--- src/rtl/baccarat_engine.sv ---
`default_nettype none
// ============================================================================
// Module   : baccarat_engine
// Purpose  : Baccarat round engine. Deals one externally supplied card per
//            advance, applies the player/banker third-card rules, keeps
//            saturating win/loss/tie tallies and tracks a finite shoe with
//            an empty flag and a reshuffle reload.
// Revision : 1.0  initial parametrised release
// ----------------------------------------------------------------------------
// Ports
//   CLOCK_50              in   system clock, rising edge
//   reset                 in   asynchronous active-high reset
//   step                  in   one-cycle advance pulse (debounced, edge-detected)
//   auto                  in   deal states other than P1 advance every cycle
//   reshuffle             in   one-cycle pulse, reloads the shoe
//   card_in[3:0]          in   card to deal (1 = A, 11..13 = J/Q/K)
//   pcard1..3, dcard1..3  out  dealt cards, 0 = not dealt
//   pscore, dscore        out  hand value mod 10 (combinational)
//   player_win/dealer_win out  round result, only in DONE, both 0 on a tie
//   round_done            out  high while in DONE
//   p_tally/d_tally/t_tally out saturating player/dealer/tie counts
//   cards_left            out  cards remaining in the shoe
//   shoe_empty            out  cards_left == 0
// ============================================================================
module baccarat_engine #(
  parameter int  TALLY_W    = 8,
  parameter int  SHOE_DEPTH = 52,
  localparam int CL_W       = $clog2(SHOE_DEPTH + 1)
) (
  input  logic               CLOCK_50,
  input  logic               reset,
  input  logic               step,
  input  logic               auto,
  input  logic               reshuffle,
  input  logic [3:0]         card_in,
  output logic [3:0]         pcard1,
  output logic [3:0]         pcard2,
  output logic [3:0]         pcard3,
  output logic [3:0]         dcard1,
  output logic [3:0]         dcard2,
  output logic [3:0]         dcard3,
  output logic [3:0]         pscore,
  output logic [3:0]         dscore,
  output logic               player_win,
  output logic               dealer_win,
  output logic               round_done,
  output logic [TALLY_W-1:0] p_tally,
  output logic [TALLY_W-1:0] d_tally,
  output logic [TALLY_W-1:0] t_tally,
  output logic [CL_W-1:0]    cards_left,
  output logic               shoe_empty
);

  localparam logic [CL_W-1:0]    C_SHOE_FULL = CL_W'(SHOE_DEPTH);
  localparam logic [TALLY_W-1:0] C_TALLY_MAX = '1;

  // S_SETTLE sits between the fourth card and the natural check, so the
  // two-card decision happens one cycle after the last initial card is shown.
  typedef enum logic [3:0] {
    S_P1     = 4'd0,
    S_D1     = 4'd1,
    S_P2     = 4'd2,
    S_D2     = 4'd3,
    S_SETTLE = 4'd4,
    S_CHK    = 4'd5,
    S_P3     = 4'd6,
    S_CHK3   = 4'd7,
    S_D3     = 4'd8,
    S_DONE   = 4'd9
  } state_t;

  state_t             r_state;
  logic [3:0]         r_pcard1, r_pcard2, r_pcard3;
  logic [3:0]         r_dcard1, r_dcard2, r_dcard3;
  logic               r_player_win, r_dealer_win, r_round_done;
  logic [TALLY_W-1:0] r_p_tally, r_d_tally, r_t_tally;
  logic [CL_W-1:0]    r_cards_left;

  logic [3:0] w_pscore, w_dscore, w_final_d, w_v3;
  logic       w_shoe_empty, w_deal_state, w_advance, w_natural;
  logic       w_banker_draws, w_enter_done;

  // Card point value: only 1..9 count, 0 and 10..15 are worth nothing.
  function automatic logic [3:0] card_value(input logic [3:0] c);
    return (c >= 4'd1 && c <= 4'd9) ? c : 4'd0;
  endfunction

  // Sum of up to three card values, reduced mod 10 (sum never exceeds 27).
  function automatic logic [3:0] hand_score(input logic [3:0] a,
                                            input logic [3:0] b,
                                            input logic [3:0] c);
    logic [4:0] s;
    logic [4:0] m;
    s = {1'b0, card_value(a)} + {1'b0, card_value(b)} + {1'b0, card_value(c)};
    if (s >= 5'd20)      m = s - 5'd20;
    else if (s >= 5'd10) m = s - 5'd10;
    else                 m = s;
    return m[3:0];
  endfunction

  assign w_pscore     = hand_score(r_pcard1, r_pcard2, r_pcard3);
  assign w_dscore     = hand_score(r_dcard1, r_dcard2, r_dcard3);
  assign w_v3         = card_value(r_pcard3);
  assign w_shoe_empty = (r_cards_left == '0);
  assign w_natural    = (w_pscore >= 4'd8) || (w_dscore >= 4'd8);

  assign w_deal_state = (r_state == S_P1) || (r_state == S_D1) ||
                        (r_state == S_P2) || (r_state == S_D2) ||
                        (r_state == S_P3) || (r_state == S_D3);

  // A deal needs a card in the shoe; a reshuffle in the same cycle wins and
  // the deal is dropped.
  assign w_advance = w_deal_state && (step || (auto && (r_state != S_P1))) &&
                     !w_shoe_empty && !reshuffle;

  // Banker score used for the result: when DONE is entered from D3 the third
  // banker card is still on card_in, so fold it in directly.
  assign w_final_d = (r_state == S_D3) ? hand_score(r_dcard1, r_dcard2, card_in)
                                       : w_dscore;

  // Banker tableau after the player has drawn a third card.
  always_comb begin
    w_banker_draws = 1'b0;
    case (w_dscore)
      4'd0, 4'd1, 4'd2: w_banker_draws = 1'b1;
      4'd3:             w_banker_draws = (w_v3 != 4'd8);
      4'd4:             w_banker_draws = (w_v3 >= 4'd2) && (w_v3 <= 4'd7);
      4'd5:             w_banker_draws = (w_v3 >= 4'd4) && (w_v3 <= 4'd7);
      4'd6:             w_banker_draws = (w_v3 >= 4'd6) && (w_v3 <= 4'd7);
      default:          w_banker_draws = 1'b0;
    endcase
  end

  always_comb begin
    w_enter_done = 1'b0;
    case (r_state)
      S_CHK:   w_enter_done = w_natural ||
                              ((w_pscore > 4'd5) && (w_dscore > 4'd5));
      S_CHK3:  w_enter_done = !w_banker_draws;
      S_D3:    w_enter_done = w_advance;
      default: w_enter_done = 1'b0;
    endcase
  end

  always_ff @(posedge CLOCK_50 or posedge reset) begin
    if (reset) begin
      r_state      <= S_P1;
      r_pcard1     <= 4'd0;
      r_pcard2     <= 4'd0;
      r_pcard3     <= 4'd0;
      r_dcard1     <= 4'd0;
      r_dcard2     <= 4'd0;
      r_dcard3     <= 4'd0;
      r_player_win <= 1'b0;
      r_dealer_win <= 1'b0;
      r_round_done <= 1'b0;
      r_p_tally    <= '0;
      r_d_tally    <= '0;
      r_t_tally    <= '0;
      r_cards_left <= C_SHOE_FULL;
    end else begin
      // Shoe bookkeeping: every accepted deal consumes one card.
      if (reshuffle)
        r_cards_left <= C_SHOE_FULL;
      else if (w_advance)
        r_cards_left <= r_cards_left - 1'b1;

      // Result flags and tallies settle on the edge that enters DONE.
      if (w_enter_done) begin
        r_round_done <= 1'b1;
        r_player_win <= (w_pscore > w_final_d);
        r_dealer_win <= (w_final_d > w_pscore);
        if (w_pscore > w_final_d) begin
          if (r_p_tally != C_TALLY_MAX) r_p_tally <= r_p_tally + 1'b1;
        end else if (w_final_d > w_pscore) begin
          if (r_d_tally != C_TALLY_MAX) r_d_tally <= r_d_tally + 1'b1;
        end else begin
          if (r_t_tally != C_TALLY_MAX) r_t_tally <= r_t_tally + 1'b1;
        end
      end

      case (r_state)
        S_P1: if (w_advance) begin
          r_pcard1 <= card_in;
          r_state  <= S_D1;
        end
        S_D1: if (w_advance) begin
          r_dcard1 <= card_in;
          r_state  <= S_P2;
        end
        S_P2: if (w_advance) begin
          r_pcard2 <= card_in;
          r_state  <= S_D2;
        end
        S_D2: if (w_advance) begin
          r_dcard2 <= card_in;
          r_state  <= S_SETTLE;
        end
        S_SETTLE: r_state <= S_CHK;
        S_CHK: begin
          if (w_enter_done)             r_state <= S_DONE;
          else if (w_pscore <= 4'd5)    r_state <= S_P3;
          else                          r_state <= S_D3;
        end
        S_P3: if (w_advance) begin
          r_pcard3 <= card_in;
          r_state  <= S_CHK3;
        end
        S_CHK3: r_state <= w_banker_draws ? S_D3 : S_DONE;
        S_D3: if (w_advance) begin
          r_dcard3 <= card_in;
          r_state  <= S_DONE;
        end
        S_DONE: if (step) begin
          // New round: clear the table, keep tallies and the shoe.
          r_pcard1     <= 4'd0;
          r_pcard2     <= 4'd0;
          r_pcard3     <= 4'd0;
          r_dcard1     <= 4'd0;
          r_dcard2     <= 4'd0;
          r_dcard3     <= 4'd0;
          r_player_win <= 1'b0;
          r_dealer_win <= 1'b0;
          r_round_done <= 1'b0;
          r_state      <= S_P1;
        end
        default: r_state <= S_P1;
      endcase
    end
  end

  assign pcard1     = r_pcard1;
  assign pcard2     = r_pcard2;
  assign pcard3     = r_pcard3;
  assign dcard1     = r_dcard1;
  assign dcard2     = r_dcard2;
  assign dcard3     = r_dcard3;
  assign pscore     = w_pscore;
  assign dscore     = w_dscore;
  assign player_win = r_player_win;
  assign dealer_win = r_dealer_win;
  assign round_done = r_round_done;
  assign p_tally    = r_p_tally;
  assign d_tally    = r_d_tally;
  assign t_tally    = r_t_tally;
  assign cards_left = r_cards_left;
  assign shoe_empty = w_shoe_empty;

endmodule
`default_nettype wire
--- config.mk ---
export PLATFORM = sky130hd
export DESIGN_NAME = baccarat_engine
export DESIGN_NICKNAME = d
export VERILOG_FILES = /design/src/rtl/baccarat_engine.sv
export SDC_FILE = /design/constraint.sdc
export NUM_CORES = 1
export LEC_CHECK = 0
export BUFFER_PORTS_ARGS = -buffer_cell sky130_fd_sc_hd__buf_2
export CAP_MARGIN = 30
export CORE_MARGIN = 5
export CORE_UTILIZATION = 55
export DETAILED_ROUTE_END_ITERATION = 10
export GPL_TIMING_DRIVEN = 0
export PLACE_DENSITY = 0.78
export SLEW_MARGIN = 20
export SYNTH_ARGS = -nofsm -noshare
export SYNTH_HDL_FRONTEND = slang
export SYNTH_SLANG_ARGS = --single-unit
--- constraint.sdc ---
create_clock -name CLOCK_50 -period 10.4 [get_ports CLOCK_50]
set_input_delay 0 -clock CLOCK_50 [delete_from_list [all_inputs] [get_ports CLOCK_50]]
set_output_delay 0 -clock CLOCK_50 [all_outputs]
set_load 0.02 [all_outputs]
==> results of run 1 <==
registers in the layout (all words and copies together) (netlist names), 4 cells and up:
signal,flops
p_tally,8
pcard2,4
cards_left,6
d_tally,8
t_tally,8
pcard1,4
r_state,4
dcard2,4
pcard3,4
dcard1,4
dcard3,4
stage by stage:
stage	utilization (%)	instance area, um2	instances	hold WS [ps]	setup WS (ps)
after floorplan	-	4478	479	66.41	4784
final	64.25	5200	676	24.45	3951
after detailed placement	61.81	5002	659	-21.83	4129
after CTS	64.25	5200	676	7.531	4074
after global placement	61.53	4980	658	255.1	4346
after global routing	64.25	5200	676	50.50	3570
synthesized netlist by cell type (2+ instances only):
| cell | n |
|---|---|
| o21ai_0 | 20 |
| dfstp_2 | 3 |
| a31oi_1 | 5 |
| o211a_1 | 2 |
| or2_2 | 2 |
| xnor2_1 | 26 |
| a211oi_1 | 3 |
| nand3_1 | 15 |
| o21ai_1 | 2 |
| nand4_1 | 6 |
| mux2_2 | 22 |
| nor2_1 | 34 |
| ha_1 | 33 |
| xor2_1 | 9 |
| nor3b_1 | 8 |
| a21o_1 | 3 |
| and3_1 | 15 |
| nor4_1 | 2 |
| dfrtp_1 | 58 |
| buf_2 | 4 |
| a22oi_1 | 5 |
| clkbuf_1 | 4 |
| inv_1 | 33 |
| nor3_1 | 15 |
| o31ai_1 | 5 |
| o221ai_1 | 2 |
| fa_1 | 8 |
| nand2_1 | 27 |
| and2_1 | 10 |
| mux2_4 | 3 |
| mux2i_1 | 9 |
| nand2b_1 | 14 |
| nor2b_1 | 25 |
| or4_1 | 4 |
| a21oi_1 | 23 |
| or3_1 | 2 |
layer usage:
layer / routed length [um] / track usage, %
met1: 4865 / 30.55
met2: 4879 / 32.52
met3: 627 / 4.934
met4: 108 / 4.249
met5: 0 / 0
timing repair:
action,CTS,global route
endpoints found under the hold margin,65,0
setup endpoints to repair,0,0
gates resized for setup,0,0
hold buffers,2,0
setup buffers,0,0
final cells by class:
| class | instances | area share [%] |
|---|---|---|
| inverters | 34 | 2.502 |
| well taps | 105 | 2.526 |
| multi-input cells | 376 | 53.56 |
| repair buffers | 77 | 7.892 |
| flip-flops and latches | 61 | 29.43 |
| clock buffers | 14 | 3.321 |
| plain buffers | 8 | 0.6737 |
| clock inverters | 1 | 0.09625 |
worst register-to-register path, stage by stage, from the launching register on:
cell and delay, ps:
dfrtp_1 440, o21ai_0 160, and2_1 150, ha_1 180, inv_1 60, fa_1 400
xnor2_1 280, ha_1 340, a21oi_1 220, a21oi_1 140, or2_2 330, ha_1 200
a31oi_1 230, o21ai_1 130, mux2_4 310, xnor2_2 290, nor2_1 100, a21oi_1 160
ha_1 260, nor2b_1 130, o21ai_0 130, nand2b_1 90, a21oi_1 650, o21ai_0 360
nor2b_1 290, mux2_4 320
path summary, 6_finish.rpt:
check	to	cells after the start
max	p_tally[1]$_DFFE_PP0P_	25
min	dcard1[0]$_DFFE_PP0P_	3
max reg2reg	p_tally[1]$_DFFE_PP0P_	25
min reg2reg	p_tally[4]$_DFFE_PP0P_	1
max in group asynchronous	cards_left[4]$_DFFE_PP1P_	4
min in group asynchronous	pcard2[1]$_DFFE_PP0P_	3
cells by family after synthesis:
| kind of cell | count (synthesis) | share of synthesized area [%] |
|---|---|---|
| buf+inv | 42 | 3.632 |
| flops | 61 | 34.17 |
| mux | 34 | 8.550 |
| simple gates | 183 | 21.91 |
| xor+xnor | 36 | 7.209 |
| fa+ha+maj | 41 | 12.80 |
| compound gates | 82 | 11.74 |
==> impl_results.md, run 1 <==
- Status: finished clean
- Layout cells sized above 1: between 20% and 30%
- Post-DP HPWL: a little over 8 mm
- Commonest cells after routing, fill and taps aside: buf_2, dfrtp_1, nor2_1
- Pre-antenna DRT Iters: 5
- Std cell rows: 33
- Area Growth Syn to Fin: 16.12%
- Max stage delay on crit path: roughly 650 ps
- Crit-path leading delay family: compound AO/OA/AOI/OAI gates
- Largest cells by area after synthesis: dfrtp_1, ha_1, mux2_2
- Commonest non-fill, non-tap cell in the layout: buf_2
- Cell accounting for the most synthesized area: dfrtp_1
- Seq. cell area: ~1500 um2
- Worst-margin pin slew: ~900 ps
- Vias in the first global route: about 3700
- Max cap viols: 0
- Via/cell ratio: ~5.7
- Yosys warns: 0
- Async set-reset flop share out of synthesis: 100.0%
- CP max stage cell: a21oi_1
- Clk slew on worst S/H paths: about 60 ps
- DRC: 0
- RSZ-0062 raised after global routing: false
- Sequential-to-total area share from yosys stat: between 30% and 40%
- Gp weighted congestion: 0.9367
- Hold wc startpoint: card_in[0]
- DR iter-0 viols: around 340
- Fill count: approximately 680
- GR Util All Layers: 21.11%
- Die H: around 100 um
- Startpoint Class: register
- Footprint of the multi-input gates: around 2800 um2
- Mean post-synth cell area: just over 9 um2
- # clock sinks: 61
- Setup crit start: dcard1[1]$_DFFE_PP0P_
- Number of flops mapped to enable cells by yosys: 0
- I/O pins: 75
- CP endpoint kind: register
- Fmax: approximately 160 MHz
- Worst reg2reg path startpoint: dcard1[1]$_DFFE_PP0P_
- Net Count, Synth: 529
- Share of the synthesized area in the top cell type: between 30% and 40%
- Die footprint: 10050 um2
- Starting Density: between 50% and 60%
- Slew headroom: between 40% and 50%
- Worst EP required: about 11000 ps
- Total gr overflow: 0
- Critical path class: register to register
- Setup TNS: 0 ps
- Die X-Extent: between 100 and 150 um
- Worst Path Buf+Inv: 1
- Final hold violations: 0
- R2R Setup Slk: 3950 ps
- Register bit total from synthesis: 61
- Drt wl/cell: between 15 and 20 um
- WL final: approximately 10 mm
- Ant diodes: 0
- CTS tree: done
- Mapped Area: roughly 4500 um2
- Worst EP arrival: around 6700 ps
- First-pass GRT wire length: 17.35 mm
- Pin count of the biggest net entering global routing: a little over 40
- Initial antenna violation count: 0
- Clock Skew: a little over 7 ps
- IO Port Bufs: 74
- Top FF cell, synth: dfrtp_1
- Critical Path Fanout Max: 10
- Min Tclk post-route: between 6000 and 7000 ps
- Min-delay worst type: input port to register
- Number of setup violations in the final report: 0
- H-tree Lvls: 3
- Post-DRT Antenna Nets: 0
- CTS Root Cell: clkbuf_8
- Core box area: 8093 um2
- Period utilization: approximately 62%
- Count of pins over their slew limit: 0
- Total CTS buffers: 9
- Clk buf depth: 2
- Net count, final: around 600
- Worst-Skew Late Latency: 330 ps
- DR vias: a little under 4000
- Distinct cell type count of the synthesized netlist: 54
- Syn Inst Count: between 400 and 500
Power of run 1 is left out: the tool's default activity adds up to more than one toggle a clock period on the data nets, which glitch-free logic cannot reach.
==> inputs of run 2 (changes only) <==
--- a/config.mk
+++ b/config.mk
@@ -8,7 +8,7 @@
 export BUFFER_PORTS_ARGS = -buffer_cell sky130_fd_sc_hd__buf_2
 export CAP_MARGIN = 30
 export CORE_MARGIN = 5
-export CORE_UTILIZATION = 55
+export CORE_UTILIZATION = 52
 export DETAILED_ROUTE_END_ITERATION = 10
 export GPL_TIMING_DRIVEN = 0
 export PLACE_DENSITY = 0.78
==> constraint.sdc (replaced) <==
create_clock -name CLOCK_50 -period 5.4 [get_ports CLOCK_50]
set_input_delay 0 -clock CLOCK_50 [delete_from_list [all_inputs] [get_ports CLOCK_50]]
set_output_delay 0 -clock CLOCK_50 [all_outputs]
set_load 0.02 [all_outputs]
==> run 2 against run 1 <==
Sequential share of layout area down 1.8 points. Clock skew up 9.3 ps. Worst hold slack better by 12 ps. Global-route usage up 1.0 points. Count of clock-buffer cells in the layout down 5. First-iteration DRC count down 39%. Critical path type unchanged. Highest routed layer unchanged.
==> impl_results.md, run 2 (synthesized netlist as in run 1, its figures left out) <==
- Status: finished clean
- GR Util All Layers: 22.15% (+1.0 points)
- Via/cell ratio: 5.737 (+0.47%)
- DP Area: 5017 um2 (+0.30%)
- Std cell rows: 33 (unchanged)
- # clock sinks: 61 (unchanged)
- Worst-Skew Late Latency: 350 ps (+20 ps)
- I/O pins: 75 (unchanged)
- Worst EP arrival: 5450 ps (-1220 ps)
- Clock Skew: 16.37 ps (+9.282 ps)
- Met1 usage: 29.41% (-1.1 points)
- Critical Path Fanout Max: 7 (-3)
- Setup WS post-layout: 188.6 ps (-3762 ps)
- Core box area: 8299 um2 (+2.6%)
- CP max stage cell: fa_2
- Initial antenna violation count: 0 (unchanged)
- Crit-path cells: o21ai_0 > and2_1 > ha_2 > inv_1 > fa_2 > buf_4 > fa_1 > xnor2_1 > inv_1 > ha_1 > a21oi_1 > mux2i_2 > buf_4 > o2111ai_1 > o21ai_0 > ha_1 > o21ai_1 > nand2b_1 > a21oi_4 > buf_12 > a311oi_4 > buf_4 > nand2_1 > mux2_2
- Final hold violations: 0 (unchanged)
- Total CTS buffers: 9 (unchanged)
- Final Cell Area: 5547 um2 (+6.7%)
- Min-delay worst type: input port to register
- Max cap viols: 0 (unchanged)
- Count of pins over their slew limit: 0 (unchanged)
- DRC: 0 (unchanged)
- Crit-path leading delay family: adder cells
- Most used cell, CP: buf_4
- First-pass GRT wire length: 18.62 mm (+7.3%)
- Number of setup violations in the final report: 0 (unchanged)
- CTS Root Cell: clkbuf_8
- Pin count of the biggest net entering global routing: 44 (+7.3%)
- Clk buf depth: 2 (unchanged)
- Gp weighted congestion: 0.9416 (+0.52%)
- GR peak layer: met2
- Area Growth Syn to Fin: 23.86%
- DP Worst Slack: -649.9 ps (-4778 ps)
- IO Port Bufs: 74 (unchanged)
- WL final: 11.11 mm (+6.0%)
- Commonest cells after routing, fill and taps aside: buf_2, dfrtp_1, nor2_1
- Post-DP HPWL: 8.184 mm (+0.78%)
- GR Util met3: 3.721% (-1.2 points)
- Min Tclk post-route: 5211 ps (-1238 ps)
- DR iter-0 viols: 208 (-39%)
- Met2 Use GR: 37.44% (+4.9 points)
- Critical path class: register to register
- Clk slew on worst S/H paths: 70 ps (about the same)
- Worst-margin pin slew: 651.1 ps (-237.4 ps)
- Vias in the first global route: 3873 (+6.0%)
- CTS tree: done
- Worst EP required: 5640 ps (-4980 ps)
- Max stage delay on crit path: 480 ps (-170 ps)
- Layout cells sized above 1: 29.32% (+6.7 points)
- Final core utilization: 66.83% (+2.6 points)
- Drt wl/cell: 15.99 um (+3.1%)
- Period utilization: 96.51% (+34 points)
- Starting Density: 53.96% (-1.4 points)
- Slew headroom: 56.26% (+16 points)
- DR vias: 3987 (+3.3%)
- Pre-antenna DRT Iters: 6 (+1)
- H-tree Lvls: 3 (unchanged)
- Die X-Extent: 102.8 um (+2.6%)
- Worst Path Buf+Inv: 6 (+5)
- CP endpoint kind: register
- Die H: 102.8 um (+2.6%)
- Net count, final: 635 (+2.9%)
- Startpoint Class: register
- Die footprint: 10570 um2 (+5.2%)
- Post-DRT Antenna Nets: 0 (unchanged)
- Ant diodes: 0 (unchanged)
- Total gr overflow: 0 (unchanged)
- Fmax: 191.9 MHz (+24%)
- Commonest non-fill, non-tap cell in the layout: buf_2
==> run 2: changes by cell type in the layout (fill, tap and decap cells not counted), sizes merged <==
cell and change:
bufinv +1, buf +16, inv +1, clkbuf -5
clkinvlp +1, clkinv +3, dlygate4sd3 +2
==> run 2: worst min-delay path: stages <==
cell and delay, ps:
buf_2 130, a22oi_1 70, o21ai_0 130
==> run 2: through the flow <==
stage          TNS, ps  cells  hold WS [ps]
6_report             0    695         36.91
5_1_grt         -540.5    695         67.57
4_1_cts              0    688         14.99
3_5_place_dp     -6603    659        -35.79
3_3_place_gp     -3866    658         253.0
2_1_floorplan        0    479         66.41
==> run 2: path summary, 6_finish.rpt <==
kind                                     endpoint  cells after the start              startpoint  slack, ps
hold reg to reg            t_tally[6]$_DFFE_PP0P_                      1  t_tally[6]$_DFFE_PP0P_        500
hold / removal              dcard1[3]$_DFFE_PP0P_                      3              card_in[3]         40
setup / recovery           t_tally[1]$_DFFE_PP0P_                     24   dcard1[3]$_DFFE_PP0P_        190
min in group asynchronous   dcard1[2]$_DFFE_PP0P_                      3                   reset        140
max in group asynchronous   pcard3[1]$_DFFE_PP0P_                      4                   reset       4750
setup reg to reg           t_tally[1]$_DFFE_PP0P_                     24   dcard1[3]$_DFFE_PP0P_        190
==> run 2: area by class of cell <==
class | count | area, um2
sequential | 61 | 1531
clock inverter | 7 | 73.82
inverter | 34 | 132.6
multi-input combinational | 376 | 2955
buffer | 8 | 35.03
fill | 652 | 2753
clock buffer | 9 | 123.9
timing repair buffer | 95 | 563.0
tap | 105 | 131.4
==> run 2: per-layer routing <==
layer	up-vias	share of wire, %
met5	-	0
met4	0	1.8
met3	24	5.5
met2	125	50
met1	1931	42
li1	1907	-
==> run 2: repair_timing <==
action	in CTS	in global routing
gates resized for setup	10	24
endpoints found under the setup margin	23	25
pin swaps	5	12
hold buffers	4	0
buffers inserted	9	7
gates cloned	0	0
endpoints found under the hold margin	69	0
Power of run 2 is left out for the same reason.
==> inputs of run 3 (changes only) <==
--- a/config.mk
+++ b/config.mk
@@ -5,13 +5,14 @@
 export SDC_FILE = /design/constraint.sdc
 export NUM_CORES = 1
 export LEC_CHECK = 0
+export ABC_AREA = 1
 export BUFFER_PORTS_ARGS = -buffer_cell sky130_fd_sc_hd__buf_2
 export CAP_MARGIN = 30
 export CORE_MARGIN = 5
 export CORE_UTILIZATION = 52
 export DETAILED_ROUTE_END_ITERATION = 10
 export GPL_TIMING_DRIVEN = 0
-export PLACE_DENSITY = 0.78
+export PLACE_DENSITY = 0.81
 export SLEW_MARGIN = 20
 export SYNTH_ARGS = -nofsm -noshare
 export SYNTH_HDL_FRONTEND = slang
==> run 3 against run 2 <==
Die area is 7.2% higher. Sequential share of layout area down 0.89 points. Final cell count grew 24%. Count of clock-buffer cells in the layout up 1. Wire length increased by 7.7%. Clock skew fell by 3.6 ps. Worst setup slack improved by 210 ps. Register-to-register slack gained 210 ps. Non-clock buffer count down 17. Cell area up 3.2%. Fmax increased by 4.1%.
==> impl_results.md, run 3 <==
- Clock Skew: 12.78 ps (-3.586 ps)
- CTS Root Cell: clkbuf_8
- Top FF cell, synth: dfrtp_1
- IO Port Bufs: 74 (unchanged)
- Distinct cell type count of the synthesized netlist: 45 (-17%)
- DRC: 0 (unchanged)
- Clk buf depth: 2 (unchanged)
- Pre-antenna DRT Iters: 5 (-1)
- First-pass GRT wire length: 20.00 mm (+7.4%)
- Syn Inst Count: 652 (+36%)
- Setup crit start: dcard1[1]$_DFFE_PP0P_
- Core box area: 9153 um2 (+10%)
- CTS tree: done
- Std cell rows: 35 (+6.1%)
- Area Growth Syn to Fin: 18.36%
- Pin count of the biggest net entering global routing: 42 (-4.5%)
- Post-DRT Antenna Nets: 0 (unchanged)
- Worst EP required: 5640 ps (about the same)
- CP endpoint kind: register
- Post-Synth Adder-Cell Area: 11.84% (-0.95 points)
- Vias in the first global route: 4535 (+17%)
- Net Count, Synth: 702 (+33%)
- Starting Density: 52.86% (-1.1 points)
- Startpoint Class: register
- Register bit total from synthesis: 61 (unchanged)
- Synth Area in XOR/XNOR: 4.681% (-2.5 points)
- Min-delay worst type: input port to register
- Post-synthesis compound-gate area fraction: 13.01% (+1.3 points)
- Total CTS buffers: 9 (unchanged)
- Commonest cells after routing, fill and taps aside: nand2_1, inv_1, buf_2
- Critical path class: register to register
- # clock sinks: 61 (unchanged)
- Async set-reset flop share out of synthesis: 100.0% (unchanged)
- Gp weighted congestion: 0.9111 (-3.2%)
- Total gr overflow: 0 (unchanged)
- Die footprint: 11330 um2 (+7.2%)
- DR vias: 4604 (+15%)
- Commonest non-fill, non-tap cell in the layout: nand2_1
- Count of pins over their slew limit: 0 (unchanged)
- Share of the synthesized area in the top cell type: 30.00% (-2.4 points)
- Post-synthesis mux area share: 0% (-8.5 points)
- Slew headroom: 61.24% (+5.0 points)
- R2r worst-path depth: 27 (+13%)
- DR iter-0 viols: 246 (+18%)
- Initial antenna violation count: 0 (unchanged)
- Ant diodes: 0 (unchanged)
- Sequential-to-total area share from yosys stat: 31.63% (-2.5 points)
- Setup WS post-layout: 395.2 ps (+206.5 ps)
- Largest cells by area after synthesis: dfrtp_1, nand2_1, inv_1
- Critical Path Fanout Max: 10 (+3)
- Mean post-synth cell area: 7.421 um2 (-21%)
- Mapped Area: 4838 um2 (+8.0%)
- Worst EP arrival: 5240 ps (-210 ps)
- Worst reg2reg path startpoint: dcard1[1]$_DFFE_PP0P_
- Period utilization: 92.68% (-3.8 points)
- Hold wc startpoint: card_in[1]
- Clk slew on worst S/H paths: 80 ps (about the same)
- Max cap viols: 0 (unchanged)
- Status: finished clean
- Top post-synthesis cells by count: nand2_1, inv_1, nor2_1
- WL final: 11.97 mm (+7.7%)
- Number of setup violations in the final report: 0 (unchanged)
- Post-DP HPWL: 9.302 mm (+14%)
- R2R Setup Slk: 400 ps (+210 ps)
- Net count, final: 796 (+25%)
- Via/cell ratio: 5.341 (-6.9%)
- Drt wl/cell: 13.89 um (-13%)
- Count leader, synth: nand2_1
- H-tree Lvls: 3 (unchanged)
- Hold depth: 5 (+2)
- Layout cells sized above 1: 21.70% (-7.6 points)
- I/O pins: 75 (unchanged)
- Die H: 106.5 um (+3.6%)
- Number of flops mapped to enable cells by yosys: 0 (unchanged)
- Critical R2R Capture: d_tally[4]$_DFFE_PP0P_
- Worst-margin pin slew: 577.6 ps (-73.52 ps)
- Die X-Extent: 106.5 um (+3.6%)
- Final hold violations: 0 (unchanged)
- Cell accounting for the most synthesized area: dfrtp_1
- Min Tclk post-route: 5005 ps (-206.5 ps)
- Main combinational cell family by area after synthesis: simple AND/OR/NAND/NOR gates
- Fmax: 199.8 MHz (+4.1%)
- Worst min-delay path endpoint: pcard2[1]$_DFFE_PP0P_
- Post-synthesis simple-gate area fraction: 28.68% (+6.8 points)
- Yosys warns: 0 (unchanged)
- GR Util All Layers: 21.46% (-0.70 points)
- Worst-Skew Late Latency: 350 ps (about the same)
- DP Worst Slack: -369.4 ps (+280.6 ps)
-- run 3: metrics by stage --
step | util, % | hold WS (ps) | cell area (um2) | std cells | TNS (ps)
after floorplan | - | 99.31 | 4838 | 652 | 0
after global placement | 58.43 | 297.8 | 5348 | 837 | -1350
after detailed placement | 58.67 | -26.11 | 5370 | 838 | -6050
after CTS | 61.70 | 48.50 | 5647 | 856 | 0
after global routing | 62.57 | 90.59 | 5727 | 862 | -644.7
final | 62.57 | 55.60 | 5727 | 862 | 0
-- run 3: kinds of logic (layout without fill, tap and decap cells) --
group	count (synthesis)	in the layout
compound gates	102	102
buf+inv	126	225
flops	61	61
xor+xnor	25	25
fa+ha+maj	41	41
simple gates	297	297
-- run 3: timing repair --
action | CTS | global route
gates cloned | 0 | 0
endpoints found under the hold margin | 61 | 0
gates resized for setup | 2 | 9
hold buffers | 2 | 0
pin swaps | 0 | 4
setup buffers | 0 | 6
setup endpoints to repair | 26 | 26
-- run 3: cell type report --
type,count,area [um2]
fillers,774,3426
clock buffers,10,127.6
clock inverters,6,111.4
repair buffers,83,455.4
flip-flops and latches,61,1530
well taps,111,138.9
plain buffers,3,30.03
inverters,123,464.2
multi-input cells,465,2869
-- run 3: worst max-delay path by stage --
stage | end
final | d_tally[4]$_DFFE_PP0P_
after global routing | t_tally[7]$_DFFE_PP0P_
after CTS | d_tally[4]$_DFFE_PP0P_
after detailed placement | d_tally[5]$_DFFE_PP0P_
after global placement | d_tally[1]$_DFFE_PP0P_
after floorplan | d_tally[4]$_DFFE_PP0P_
-- run 3: critical path: stages (launching register included) --
cell	delay [ps]
dfrtp_1	430
nor2_2	140
o21ai_0	80
o21ai_0	90
and2_1	150
ha_1	160
inv_1	50
fa_2	580
inv_1	80
ha_1	290
a21oi_1	150
o21ai_1	120
xnor2_2	250
ha_1	180
nand3_1	110
nand3_1	120
nand2_1	120
o221ai_1	210
o21ai_0	130
ha_1	360
nand2_1	70
inv_1	120
a221oi_4	90
a31oi_1	300
nand3_4	170
buf_8	190
nand2_2	70
o21ai_2	50
-- run 3: routing by layer --
metal / GRT usage [%] / routed length, um / vias up
li1: - / - / 2276
met1: 24.84 / 4788 / 2148
met2: 37.83 / 6086 / 149
met3: 6.436 / 821 / 31
met4: 7.123 / 272 / 0
met5: 0 / 0 / -
Power of run 3 is left out for the same reason.
